$ cat src/rtl/loop_mem_ctrl.sv
// loop_mem_ctrl: record / play / overdub sequencer for the looper sample RAM.
// Each accepted sample_tick starts a short access sequence: phase A (read or
// record write) and, in overdub, phase B (mixed write-back). Commands are held
// in one pending slot and only take effect between sequences.
// Optional build macro LOOP_MEM_CTRL_DECAY_EN: overdub halves the existing
// content (arithmetic shift) before mixing in the new sample.
module loop_mem_ctrl #(
    parameter int AW = 13,
    parameter int DW = 10
) (
    input  logic          clk,
    input  logic          reset_n,
    input  logic          sample_tick,
    input  logic [DW-1:0] in_sample,
    input  logic          cmd_rec,
    input  logic          cmd_play,
    input  logic          cmd_dub,
    input  logic          cmd_stop,
    output logic          mem_we,
    output logic [AW-1:0] mem_addr,
    output logic [DW-1:0] mem_wd,
    input  logic [DW-1:0] mem_rd,
    output logic [DW-1:0] out_sample,
    output logic          out_valid,
    output logic [1:0]    mode,
    output logic [AW:0]   loop_len,
    output logic          overrun
);

    typedef enum logic [1:0] {M_IDLE = 2'd0, M_REC = 2'd1, M_PLAY = 2'd2, M_DUB = 2'd3} mode_t;
    typedef enum logic [2:0] {C_NONE, C_STOP, C_REC, C_PLAY, C_DUB} cmd_t;

    mode_t         mode_q, n_mode;
    cmd_t          pend, new_cmd, eff_cmd;
    logic [AW-1:0] ptr, n_ptr, ptr_adv;
    logic [AW:0]   n_len;
    logic          ph_a, ph_b, busy;
    logic [DW-1:0] samp, old_term, dub_wd;

    localparam logic [AW:0]   FULL_LEN = {1'b1, {AW{1'b0}}};
    localparam logic [DW-1:0] SAT_MAX  = {1'b0, {(DW-1){1'b1}}};
    localparam logic [DW-1:0] SAT_MIN  = {1'b1, {(DW-1){1'b0}}};

    // Signed add clamped to the DW-bit two's complement range.
    function automatic logic [DW-1:0] sat_add(input logic [DW-1:0] a, input logic [DW-1:0] b);
        logic [DW:0] s;
        s = {a[DW-1], a} + {b[DW-1], b};
        if (s[DW] != s[DW-1]) sat_add = s[DW] ? SAT_MIN : SAT_MAX;
        else                  sat_add = s[DW-1:0];
    endfunction

    assign busy     = ph_a | ph_b;
    assign mem_addr = ptr;
    assign mode     = mode_q;
    // Loop pointer advance; a one-sample loop keeps ptr pinned at 0.
    assign ptr_adv  = ({1'b0, ptr} == loop_len - 1'b1) ? '0 : ptr + 1'b1;

    // Overdub write data: existing content (optionally attenuated) plus new sample.
    always_comb begin
`ifdef LOOP_MEM_CTRL_DECAY_EN
        old_term = {mem_rd[DW-1], mem_rd[DW-1:1]};
`else
        old_term = mem_rd;
`endif
        dub_wd = sat_add(old_term, samp);
    end

    // Command priority (stop > rec > play > dub) and the mode change it implies.
    always_comb begin
        new_cmd = C_NONE;
        if      (cmd_stop) new_cmd = C_STOP;
        else if (cmd_rec)  new_cmd = C_REC;
        else if (cmd_play) new_cmd = C_PLAY;
        else if (cmd_dub)  new_cmd = C_DUB;
        eff_cmd = (new_cmd != C_NONE) ? new_cmd : pend;

        n_mode = mode_q;
        n_ptr  = ptr;
        n_len  = loop_len;
        case (mode_q)
            M_IDLE: begin
                if (eff_cmd == C_REC) begin
                    n_mode = M_REC;
                    n_ptr  = '0;
                end else if (eff_cmd == C_PLAY && loop_len != '0) begin
                    n_mode = M_PLAY;
                    n_ptr  = '0;
                end
            end
            M_REC: begin
                if (eff_cmd == C_STOP || eff_cmd == C_PLAY) begin
                    // Recording ends: whatever was written becomes the loop.
                    n_len  = {1'b0, ptr};
                    n_ptr  = '0;
                    n_mode = (eff_cmd == C_PLAY && ptr != '0) ? M_PLAY : M_IDLE;
                end
            end
            M_PLAY, M_DUB: begin
                if (eff_cmd == C_STOP) begin
                    n_mode = M_IDLE;
                    n_ptr  = '0;
                end else if (eff_cmd == C_REC) begin
                    n_mode = M_REC;
                    n_ptr  = '0;
                end else if (eff_cmd == C_DUB && mode_q == M_PLAY) begin
                    n_mode = M_DUB;
                end else if (eff_cmd == C_PLAY && mode_q == M_DUB) begin
                    n_mode = M_PLAY;
                end
            end
            default: n_mode = M_IDLE;
        endcase
    end

    // Mode FSM, access sequencer and all registered outputs.
    always_ff @(posedge clk or negedge reset_n) begin
        if (!reset_n) begin
            mode_q     <= M_IDLE;
            pend       <= C_NONE;
            ptr        <= '0;
            loop_len   <= '0;
            ph_a       <= 1'b0;
            ph_b       <= 1'b0;
            samp       <= '0;
            mem_we     <= 1'b0;
            mem_wd     <= '0;
            out_sample <= '0;
            out_valid  <= 1'b0;
            overrun    <= 1'b0;
        end else begin
            mem_we    <= 1'b0;
            out_valid <= 1'b0;
            if (sample_tick && busy) overrun <= 1'b1;
            if (!busy) begin
                // Between sequences: apply the command, then start a new
                // sequence (in the new mode) if a tick is present.
                mode_q   <= n_mode;
                ptr      <= n_ptr;
                loop_len <= n_len;
                pend     <= C_NONE;
                if (sample_tick && n_mode != M_IDLE) begin
                    ph_a <= 1'b1;
                    samp <= in_sample;
                    if (n_mode == M_REC) begin
                        mem_we <= 1'b1;
                        mem_wd <= in_sample;
                    end
                end
            end else begin
                pend <= eff_cmd;
                if (ph_a) begin
                    ph_a <= 1'b0;
                    case (mode_q)
                        M_REC: begin
                            if (&ptr) begin
                                loop_len <= FULL_LEN;
                                ptr      <= '0;
                                mode_q   <= M_PLAY;
                            end else begin
                                ptr <= ptr + 1'b1;
                            end
                        end
                        M_PLAY: begin
                            out_sample <= mem_rd;
                            out_valid  <= 1'b1;
                            ptr        <= ptr_adv;
                        end
                        M_DUB: begin
                            out_sample <= mem_rd;
                            out_valid  <= 1'b1;
                            mem_we     <= 1'b1;
                            mem_wd     <= dub_wd;
                            ph_b       <= 1'b1;
                        end
                        default: ;
                    endcase
                end else begin
                    // Phase B: the mixed write lands this edge; move on.
                    ph_b <= 1'b0;
                    ptr  <= ptr_adv;
                end
            end
        end
    end

endmodule

$ cat config.mk
export PLATFORM = sky130hd
export DESIGN_NAME = loop_mem_ctrl
export DESIGN_NICKNAME = d
export VERILOG_FILES = /design/src/rtl/loop_mem_ctrl.sv
export SDC_FILE = /design/constraint.sdc
export NUM_CORES = 1
export LEC_CHECK = 0
export CAP_MARGIN = 20
export CORE_UTILIZATION = 64
export DETAILED_ROUTE_END_ITERATION = 6
export DONT_BUFFER_PORTS = 1
export PLACE_DENSITY = 0.8
export SYNTH_ARGS = -nofsm -noshare
export SYNTH_HDL_FRONTEND = slang
export SYNTH_SLANG_ARGS = --single-unit
export TNS_END_PERCENT = 5
$ cat constraint.sdc
create_clock -name clk -period 4.15 [get_ports clk]
set_clock_uncertainty 0.2 [all_clocks]
set_input_delay 0.6225 -clock clk [delete_from_list [all_inputs] [get_ports clk]]
set_output_delay 0.6225 -clock clk [all_outputs]
set_load 0.02 [all_outputs]
* Word level (Yosys, flattened, before mapping)
Cells that the tools add are included.
Storage, ports and cells: bits in registers 67, word-level logic and storage cells 115, input bits 27
Operators by class: reductions and logical operators 24, bitwise gates (word level) 2, add/sub/neg operators 3, equality and inequality tests 19, mux-type cells 55
Operators with widths (count):
- 13-bit two-way mux | 9
- 14-bit two-way mux | 6
- 10-bit two-way mux | 7
- 13-bit one-hot mux with 3 select lines | 1
- 13-bit one-hot mux with 2 select lines | 1
- 2-bit two-way mux | 12
- 3-bit two-way mux | 6
- 13-bit by 14-bit equality test with 1-bit output | 1
- 14-bit nonzero test | 1
- 14-bit by 1-bit subtractor with 14-bit output (second input constant) | 1
- 13-bit by 1-bit adder with 13-bit output (second input constant) | 1
- 13-bit AND reduction | 1
- 13-bit nonzero test | 1
- 1-bit two-way mux | 12
- 4-bit AND reduction | 3
- 10-bit by 10-bit adder with 11-bit output | 1
- 2-bit by 1-bit inequality test with 1-bit output (second input constant) | 4
- 2-bit nonzero test | 4
- 3-bit by 2-bit equality test with 1-bit output (second input constant) | 2
- 1-bit logical AND | 6
- 2-bit one-hot mux with 3 select lines | 1
- 3-bit AND reduction | 2
- 2-bit by 1-bit equality test with 1-bit output (second input constant) | 2
- 2-bit equality test (second input constant) | 2
- other kinds (15) | 16

* Longest topological paths before layout
Gate-level depths: netlist (run 1).
depth in word-level cells 17, mapped depth 12, mapped depth without buffers 11

* Worst setup path before layout (run 1)
Ideal clock, no wire load.
path type reg2reg, start point register loop_len[2], end point register ptr[8], in the netlist mem_addr[8], arrival time 2959 ps, slack 861 ps, clock period less this slack 3289 ps, stages on the path, launching flop included 11, data required time 3820 ps, cells stage by stage dfrtp_1 buf_6 or4_4 or4b_1 nand3_1 o21ai_1 a221o_1 or4_4 buf_6 a31oi_1 mux2i_1
On the way: longest elaborated chain between the ends 6, elaborated cells between the ends (all ways) 10
Ends and longest elaborated chain:
- from (decl) | line 26 | output logic [AW:0] loop_len,
- from (signal assigned) | line 139 | loop_len <= n_len;
- 14-bit by 1-bit subtractor with 14-bit output | line 56 | assign ptr_adv = ({1'b0, ptr} == loop_len - 1'b1) ? '0 : ptr + 1'b1;
- 13-bit by 14-bit equality test with 1-bit output | line 56
- 13-bit two-way mux | line 56
- 13-bit one-hot mux with 2 select lines | line 153 | case (mode_q)
- 13-bit two-way mux | line 151 | if (ph_a) begin
- 13-bit two-way mux | line 134 | if (!busy) begin
- to (signal assigned) | line 138 | ptr <= n_ptr;
- to (signal assigned) | line 160 | ptr <= ptr + 1'b1;
- to (signal assigned) | line 166 | ptr <= ptr_adv;
- to (decl) | line 35 | logic [AW-1:0] ptr, n_ptr, ptr_adv;
Parallel ways exist; a longest one is shown, timed or not. A chain may end at the register's enable or synchronous reset.

* Worst setup path after layout (run 1)
start point register loop_len[0], end point register mem_wd[7]
On the way: longest elaborated chain between the ends 9, elaborated cells between the ends (all ways) 11
Ends and longest elaborated chain:
- 14-bit nonzero test (*) | line 85 | end else if (eff_cmd == C_PLAY && loop_len != '0) begin
- 1-bit logical AND (*) | line 85
- 2-bit two-way mux (*) | line 85
- 2-bit two-way mux (*) | line 82 | if (eff_cmd == C_REC) begin
- 2-bit one-hot mux with 3 select lines (*) | line 80 | case (mode_q)
- 2-bit nonzero test | line 141 | if (sample_tick && n_mode != M_IDLE) begin
- 1-bit logical AND | line 141
- 2-bit nonzero test (no source line)
- 4-bit AND reduction (no source line) (*)
- to (signal assigned) | line 146 | mem_wd <= in_sample;
- to (signal assigned) | line 172 | mem_wd <= dub_wd;
- to (decl) | line 21 | output logic [DW-1:0] mem_wd,
Every way passes the cells marked *; elsewhere a longest branch is shown, timed or not.

==> impl_metrics.toml, run 1 <==
[power_and_ir_drop]
leakage_uw = 0.001906
p_per_area_nw_per_um2 = 713.4
p_seq_share_pct = 37.2
internal-power_uw = 1780
combPwrFrac_pct = 45.5
p_switching_uw = 1436
switching_share_pct = 44.66
pwr-share-clk_pct = 17.3
peakVddDrop_mv = 0.4695

[global_routing]
antenna_found_initial = 0
grt_pass1_wl_um = 16420
grt_pass1_vias = 3387
grt_usage_pct = 29.56
grt_start_max_net_pins = 68
grt-ovfl-total = 0

[floorplan]
row_count = 29
start_util_pct = 66.85
die_area_um2 = 7001
top_level_ports = 79
core_um2 = 6386
die_h_um = 83.67
dieWidth_um = 83.67

[timing]
final.period_utilization_pct = 86.43
tns_ns = 0
setup_violations = 0
drv_slew = 0
finalCriticalPeriod_ns = 3.587
fmax_ghz = 0.2788
finalHoldViolCount = 0
rsz0062_at_grt = "false"
slew_headroom_pct = 30.55
worst-slew-pin-transition_ns = 1.035

[worst_hold_path]
hp-start = "cmd_stop"
min_path_type = "in -> reg"
hold_path_end = "pend[2]"
hold_depth = 1

[synth]
synth-seq-cells = 67
synth_cell_type_count = 64
async_flop_share_pct = 100.0
syn_inst = 454
synth_nets = 500
netlist_area_um2 = 4269
avgSynthCellArea_um2 = 9.403
seq_area_frac_synth_pct = 39.27
synth_flop_cell = "dfrtp_1"
yosysWarnings = 0
synth_edf_count = 0

[worst_setup_path]
cp_slowest_cell = "or4b_1"
crit_chain = "inv_1, ha_1, or4b_1, nor3_1, a41o_1, a21oi_1, mux2i_1, a32o_1, mux2_2"
cp_num_cells = 9
cp_num_buf_inv = 1
crit_fanout = 8
r2r_end = "mem_wd[7]"
reg2reg_depth = 9
r2r_slack_ns = 0.56
slowest_delay_ns = 0.59
endpoint_kind = "flip-flop"
arrival_ns = 3.62
critPathTopFamily = "simple AND/OR/NAND/NOR gates"
cp-start-kind = "flip-flop"
r2r_start = "loop_len[0]"
worstPathRequired_ns = 4.19
worst-setup-path-type = "reg -> reg"

[route]
ant_nets = 0
num_vias = 3495
routed_wl_um = 9977
drtPass1Iterations = 4
vias_per_cell = 6.644
post_drt_wl_per_cell_um = 18.97
dr.first_iter.drc_count = 354
drcViolationCount = 0

[layout]
antennaDiodeCount = 0
fin_nets = 490
drive_above_1_share_pct = 13.36
final_util_pct = 70.59
syn_to_final_growth_pct = 5.598

[outcome]
status = "finished clean"

[cts]
cts_tree = "built"
ctsHoldBuffers = 2
cts_root_buf = "clkbuf_8"
path_clk_slew_ns = 0.08
post_cts_resized = 0
cts_setup_buffers = 0
htree_num_levels = 3
clockBufferDepth = 2
cts_buffers = 9
insertion_delay_ns = 0.36
cts_sinks = 67

[placement]
place_congestion = 0.9100
dp_hpwl_um = 6974
io_buffers = 0

[run]
max_cap_violations = 0
-- layout make-up --
type	instances	area, um^2
Multi-Input combinational cell	334	2371
Fill cell	481	1878
Sequential cell	67	1677
Clock buffer	11	131.4
Tap cell	77	96.34
Inverter	25	93.84
Timing Repair Buffer	7	75.07
Clock inverter	5	63.81
-- metal layers --
layer / GRT usage [%] / part of all wire [%] / wire, um
met5: 0 / 0 / 0
met4: 12.02 / 1.7 / 165
met3: 6.528 / 6.6 / 662
met2: 53.14 / 52 / 5195
met1: 33.92 / 40 / 3953
-- sequential cells by signal, indices dropped and copies added, names as in the netlist --
signal      cells
loop_len       14
mode            2
ph_a            1
out_valid       1
overrun         1
pend            3
ph_b            1
mem_addr       13
out_sample     10
mem_we          1
mem_wd         10
samp           10
-- worst max path at each step --
stage	startpoint	to	slack [ns]
6_report	loop_len[0]	mem_wd[7]	0.56
4_1_cts	loop_len[0]	mem_wd[7]	0.59
3_3_place_gp	cmd_dub	mem_wd[0]	0.69
3_5_place_dp	cmd_dub	mem_wd[7]	0.60
5_1_grt	loop_len[0]	mem_addr[9]	0.37
2_1_floorplan	loop_len[2]	mem_addr[8]	0.86
-- cell families (layout without fill, tap and decap cells) --
group                    count (synthesis)  count (layout)  share of synthesized area (%)
flip-flops                              67              67                          39.27
multiplexers                            35              35                          8.939
XOR/XNOR                                18              18                          3.693
AND/OR/NAND/NOR                        146             146                          18.14
AO/OA/AOI/OAI                          116             116                          19.02
buffers and inverters                   53              48                          5.188
adder cells (fa/ha/maj)                 19              19                          5.745
-- placed cells by master, fill, tap and decap left out, drive strengths merged, types with 16 or more instances in the layout --
cell / instances
o21ai: 24
a21oi: 24
ha: 18
dfrtp: 67
nand3: 19
inv: 25
nor3: 16
mux2: 25
nand2: 30
nor2: 27
-- power by group through the flow --
stage | clock network, uW | registers, uW | logic (uW)
floorplan | 0 | 1150 | 1170
detailed placement | 0 | 1210 | 1420
global route | 579 | 1230 | 1620
CTS | 557 | 1200 | 1450
global placement | 0 | 1200 | 1360
finish | 555 | 1200 | 1460
-- stage by stage --
step | hold WS, ns | power, uW | area [um^2] | std cells | worst slack (ns)
after CTS | 0.1218 | 3201 | 4508 | 526 | 0.5892
after global placement | 0.1282 | 2565 | 4275 | 508 | 0.6926
after global routing | 0.1192 | 3428 | 4508 | 526 | 0.3697
after floorplan | 0.1269 | 2318 | 4269 | 454 | 0.8609
final | 0.1264 | 3216 | 4508 | 526 | 0.5630
after detailed placement | 0.1284 | 2626 | 4275 | 508 | 0.6043
-- Yosys cell counts, types with 3 or more instances --
cell type   n  area, um^2
o211ai_1    4       30.03
o21ai_0    22       110.1
or2_2       7       43.79
and3_1      5       31.28
xnor2_1    12       105.1
nand4_1     3       18.77
nor4b_1     4       35.03
or4_4       3       33.78
xor2_1      6       52.55
dfrtp_1    67        1677
nor4_1      6       37.54
inv_1      25       93.84
mux2i_1    10       100.1
buf_2       3       15.01
o21a_1      3       22.52
nor3_1     16       80.08
a31oi_1     5       31.28
nand2_1    30       112.6
o2111ai_1   3       26.28
o311ai_1    3       26.28
nor2b_1     7       43.79
and2_1      6       37.54
nand3_1    19       95.09
a21o_1      4       30.03
clkbuf_1   21       78.83
a221o_1     3       30.03
a22o_1     13       113.9
o31a_1      4       35.03
nor2_1     27       101.4
mux2_2     25       281.5
ha_1       18       225.2
a21oi_1    24       120.1
o22ai_1     6       37.54
-- worst register-to-register path, cell delays in order (launching register included) --
cell and delay (ns):
dfrtp_1 0.51, inv_1 0.10, ha_1 0.21, or4b_1 0.59, nor3_1 0.32, a41o_1 0.28
a21oi_1 0.08, mux2i_1 0.27, a32o_1 0.51, mux2_2 0.39
(Power assumes the default switching activity.)
==> run 2: changes to the inputs <==
- CELL_PAD_IN_SITES_DETAIL_PLACEMENT: unset -> 0
- CELL_PAD_IN_SITES_GLOBAL_PLACEMENT: unset -> 2
- CORE_UTILIZATION: 64 -> 39
- PLACE_DENSITY: 0.8 -> unset
- PLACE_DENSITY_LB_ADDON: unset -> 0.1
==> run 2 against run 1 <==
Against the previous run: die area is 62% higher; register-to-register slack better by 0.02 ns; maximum frequency is 0.59% higher; combinational power hardly changed; core utilization is 25 points lower; global-route usage is 8.9 points lower; cell area is 4.9% higher; first-iteration DRC count is 56% lower; non-clock buffer count is 9 higher; highest routed layer unchanged.
==> impl_metrics.toml, run 2 (synthesis results as in run 1) <==
[global_routing]
use_met2_pct = 35.81
busiest_layer = "met2"
antenna_found_initial = 0
use_met1_pct = 24.36
grt_use_met3_pct = 5.289
grt_start_max_net_pins = 68
grt_usage_pct = 20.66
grt_pass1_vias = 3511
grt_pass1_wl_um = 17970
grt-ovfl-total = 0

[floorplan]
top_level_ports = 79
die_area_um2 = 11370
dieWidth_um = 106.6
core_um2 = 10460
die_h_um = 106.6
start_util_pct = 40.80
row_count = 37

[placement]
place_inst = 576
place_congestion = 0.8282
dp_hpwl_um = 7950
io_buffers = 0

[route]
vias_per_cell = 5.710
drtPass1Iterations = 4
num_vias = 3392
drcViolationCount = 0
post_drt_wl_per_cell_um = 18.63
routed_wl_um = 11070
dr.first_iter.drc_count = 155
ant_nets = 0

[power_and_ir_drop]
p_total_uw = 3427
leakage_uw = 0.001993
peakVddDrop_mv = 0.3973
p_per_area_nw_per_um2 = 724.7

[cts]
insertion_delay_ns = 0.36
clockBufferDepth = 2
cts_tree = "built"
post_cts_resized = 0
path_clk_slew_ns = 0.08
cts_sinks = 67
htree_num_levels = 3
ctsHoldBuffers = 2
cts_root_buf = "clkbuf_8"
cts_buffers = 9
cts_setup_buffers = 0

[timing]
slew_headroom_pct = 50.11
tns_ns = 0
worst-slew-pin-transition_ns = 0.7427
fin_hold_ws_ns = 0.1156
finalCriticalPeriod_ns = 3.566
final.period_utilization_pct = 85.93
finalHoldViolCount = 0
setup_violations = 0
drv_slew = 0
fmax_ghz = 0.2804
rsz0062_at_grt = "false"

[worst_setup_path]
endpoint_kind = "flip-flop"
worst-setup-path-type = "reg -> reg"
worstPathRequired_ns = 4.21
crit_fanout = 6
cp_slowest_cell = "or4b_1"
slowest_delay_ns = 0.58
critPathTopFamily = "simple AND/OR/NAND/NOR gates"
arrival_ns = 3.63
crit_chain = "inv_1, ha_1, or4b_1, a221oi_2, nor3b_1, a2111oi_2, nor4_1, buf_4, or4_1, o311ai_1"
cp_num_buf_inv = 2
cp-start-kind = "flip-flop"

[layout]
final_common_cell = "dfrtp_1"
syn_to_final_growth_pct = 10.76
largest_reg_flops = 14
final_cell_mix = "dfrtp_1, nand2_1, nor2_1, inv_1, mux2_2"
regMostFlops = "loop_len"
instances_no_fill = 594
fin_nets = 499
drive_above_1_share_pct = 15.50
antennaDiodeCount = 0

[outcome]
status = "finished clean"

[run]
max_cap_violations = 0

[worst_hold_path]
min_path_type = "in -> reg"
==> run 2: power by group <==
group / internal, uW / switching, uW
logic: 654 / 816
registers: 849 / 343
clock network: 477 / 286
==> run 2: layout make-up <==
class / count / area (um^2)
repair buffers: 16 / 142.6
inverters: 25 / 93.84
fillers: 1037 / 5734
clock inverters: 6 / 136.4
well taps: 136 / 170.2
multi-input cells: 334 / 2371
flip-flops and latches: 67 / 1677
clock buffers: 10 / 137.6
==> run 2: path summary, 6_finish.rpt <==
path | start | end | slack (ns) | cells after the start
max in group asynchronous | reset_n | ph_b | 2.85 | 2
min in group asynchronous | reset_n | loop_len[6] | 0.59 | 2
worst min register to register | samp[3] | samp[3] | 0.31 | 1
worst max register to register | loop_len[0] | mem_addr[5] | 0.58 | 10
worst max-delay path | loop_len[0] | mem_addr[5] | 0.58 | 10
worst min-delay path | cmd_stop | pend[1] | 0.12 | 1
==> run 2: per-layer routing <==
metal / share of wire [%] / vias up
met1: 43 / 1641
met2: 50 / 80
met3: 5.7 / 12
li1: - / 1659
met5: 0 / -
met4: 1.4 / 0
==> run 2: metrics by stage <==
stage	util (%)	instance area, um^2	setup slack [ns]
after global routing	45.19	4728	0.2850
after floorplan	-	4269	0.8609
after global placement	42.21	4417	0.5845
final	45.19	4728	0.5841
after CTS	45.19	4728	0.5427
after detailed placement	42.21	4417	0.5151
==> run 3: changes to the inputs <==
- GPL_TIMING_DRIVEN: unset -> 0
- PLACE_DENSITY: unset -> 0.75
- PLACE_DENSITY_LB_ADDON: 0.1 -> unset
- REMOVE_ABC_BUFFERS: unset -> 1
==> run 3 against run 2 <==
Against the previous run: clock power down 29%; die area unchanged; largest power group unchanged; sequential share of layout area up 1.1 points; critical path depth up 1; wire length down 3.3%; core utilization down 1.4 points; cell count down 1.7%; sequential power about the same; cell area down 3.1%.
==> impl_metrics.toml, run 3 (synthesis results as in run 1) <==
[cts]
ctsHoldBuffers = 2
path_clk_slew_ns = 0.09
cts_root_buf = "clkbuf_8"
cts_tree = "built"
htree_num_levels = 3
insertion_delay_ns = 0.35
clockBufferDepth = 2
cts_sinks = 67
cts_setup_buffers = 0
post_cts_resized = 0
cts_buffers = 9

[run]
max_cap_violations = 0

[worst_setup_path]
crit_path_frequent_cell = "a21oi_1"
endpoint_kind = "flip-flop"
crit_fanout = 11
worstPathRequired_ns = 4.18
cp-start-kind = "flip-flop"
slowest_delay_ns = 0.64
arrival_ns = 3.88
cp_slowest_cell = "o31ai_2"
worst-setup-path-type = "reg -> reg"
crit_chain = "inv_1, ha_1, or4b_1, nor3_1, a41o_1, a21oi_1, o31ai_2, buf_6, mux2_2, o211ai_1, a21oi_1"

[floorplan]
top_level_ports = 79
dieWidth_um = 106.6
start_util_pct = 40.80
die_area_um2 = 11370
die_h_um = 106.6
core_um2 = 10460
row_count = 37

[layout]
fin_nets = 490
fillers = 1052
final_util_pct = 43.81
largest_reg_flops = 14
stdcell_area_um2 = 4583
final_common_cell = "dfrtp_1"
final_cell_mix = "dfrtp_1, nand2_1, nor2_1, inv_1, mux2_2"
seqCellArea_um2 = 1677
syn_to_final_growth_pct = 7.357
multiInputGateArea_um2 = 2374
drive_above_1_share_pct = 13.62
regMostFlops = "loop_len"
antennaDiodeCount = 0

[timing]
fmax_ghz = 0.2595
finalHoldViolCount = 0
drv_slew = 0
fin_hold_ws_ns = 0.1436
final.period_utilization_pct = 92.86
slew_headroom_pct = 47.97
setup_violations = 0
worst-slew-pin-transition_ns = 0.7734
rsz0062_at_grt = "false"
finalCriticalPeriod_ns = 3.854
tns_ns = 0

[worst_hold_path]
min_path_type = "in -> reg"

[power_and_ir_drop]
p_switching_uw = 1434
pwr-share-clk_pct = 16.9
p_seq_share_pct = 37.2
internal-power_uw = 1781
switching_share_pct = 44.60
leakage_uw = 0.001904
combPwrFrac_pct = 45.9
p_per_area_nw_per_um2 = 701.4
p_total_uw = 3215
peakVddDrop_mv = 0.3346

[placement]
placed_cell_area_um2 = 4363
io_buffers = 0
dp_hpwl_um = 7626
place_congestion = 0.7867

[global_routing]
grt-ovfl-total = 0
grt_use_met3_pct = 5.167
grt_pass1_vias = 3320
use_met2_pct = 32.72
antenna_found_initial = 0
use_met1_pct = 25.14
busiest_layer = "met2"
grt_pass1_wl_um = 17370
grt_start_max_net_pins = 68
grt_usage_pct = 19.60

[route]
vias_per_cell = 5.800
routed_wl_um = 10700
num_vias = 3387
drcViolationCount = 0
dr.first_iter.drc_count = 156
post_drt_wl_per_cell_um = 18.33
drtPass1Iterations = 4
ant_nets = 0

[outcome]
status = "finished clean"
run 3: layout make-up:
cell class                      instances  share of cell area [%]
Clock inverter                          5                   1.201
Sequential cell                        67                   36.58
Tap cell                              136                   3.713
Timing Repair Buffer                    7                   1.884
Clock buffer                           10                   2.785
Inverter                               25                   2.048
Multi-Input combinational cell        334                   51.79
run 3: power groups by stage:
stage	registers [uW]	clock network, uW	logic [uW]
2_1_floorplan	1160	0	1130
3_3_place_gp	1200	0	1410
3_5_place_dp	1210	0	1460
4_1_cts	1200	557	1490
5_1_grt	1230	585	1650
6_report	1200	542	1480
run 3: layer usage:
metal  vias to the layer above  wire length [um]  part of all wire [%]
met5                         -                 0                     0
met1                      1653              4879                    46
li1                       1643                 -                     -
met4                         0               108                   1.0
met3                        10               536                   5.0
met2                        81              5179                    48
run 3: stage by stage:
stage               std cells  setup slack [ns]
floorplan                 426            0.7572
global placement          562           0.03307
detailed placement        567            0.2860
CTS                       584            0.2767
global route              584           0.05342
finish                    584            0.2962
run 3: path summary, 6_finish.rpt:
| check | from | to | slack (ns) | cells after the start |
|---|---|---|---|---|
| max | loop_len[0] | mem_addr[2] | 0.30 | 11 |
| min in group asynchronous | reset_n | loop_len[6] | 0.62 | 2 |
| min | cmd_stop | pend[1] | 0.14 | 1 |
| max reg2reg | loop_len[0] | mem_addr[2] | 0.30 | 11 |
| min reg2reg | samp[4] | samp[4] | 0.32 | 1 |
| max in group asynchronous | reset_n | samp[5] | 2.83 | 2 |
run 3: worst max-delay path: cells and delay by family (launching register included):
family / cells / cell delay, ns
flip-flops: 1 / 0.52
AO/OA/AOI/OAI: 5 / 1.18
multiplexers: 1 / 0.34
adder cells (fa/ha/maj): 1 / 0.20
AND/OR/NAND/NOR: 2 / 0.94
buffers and inverters: 2 / 0.35
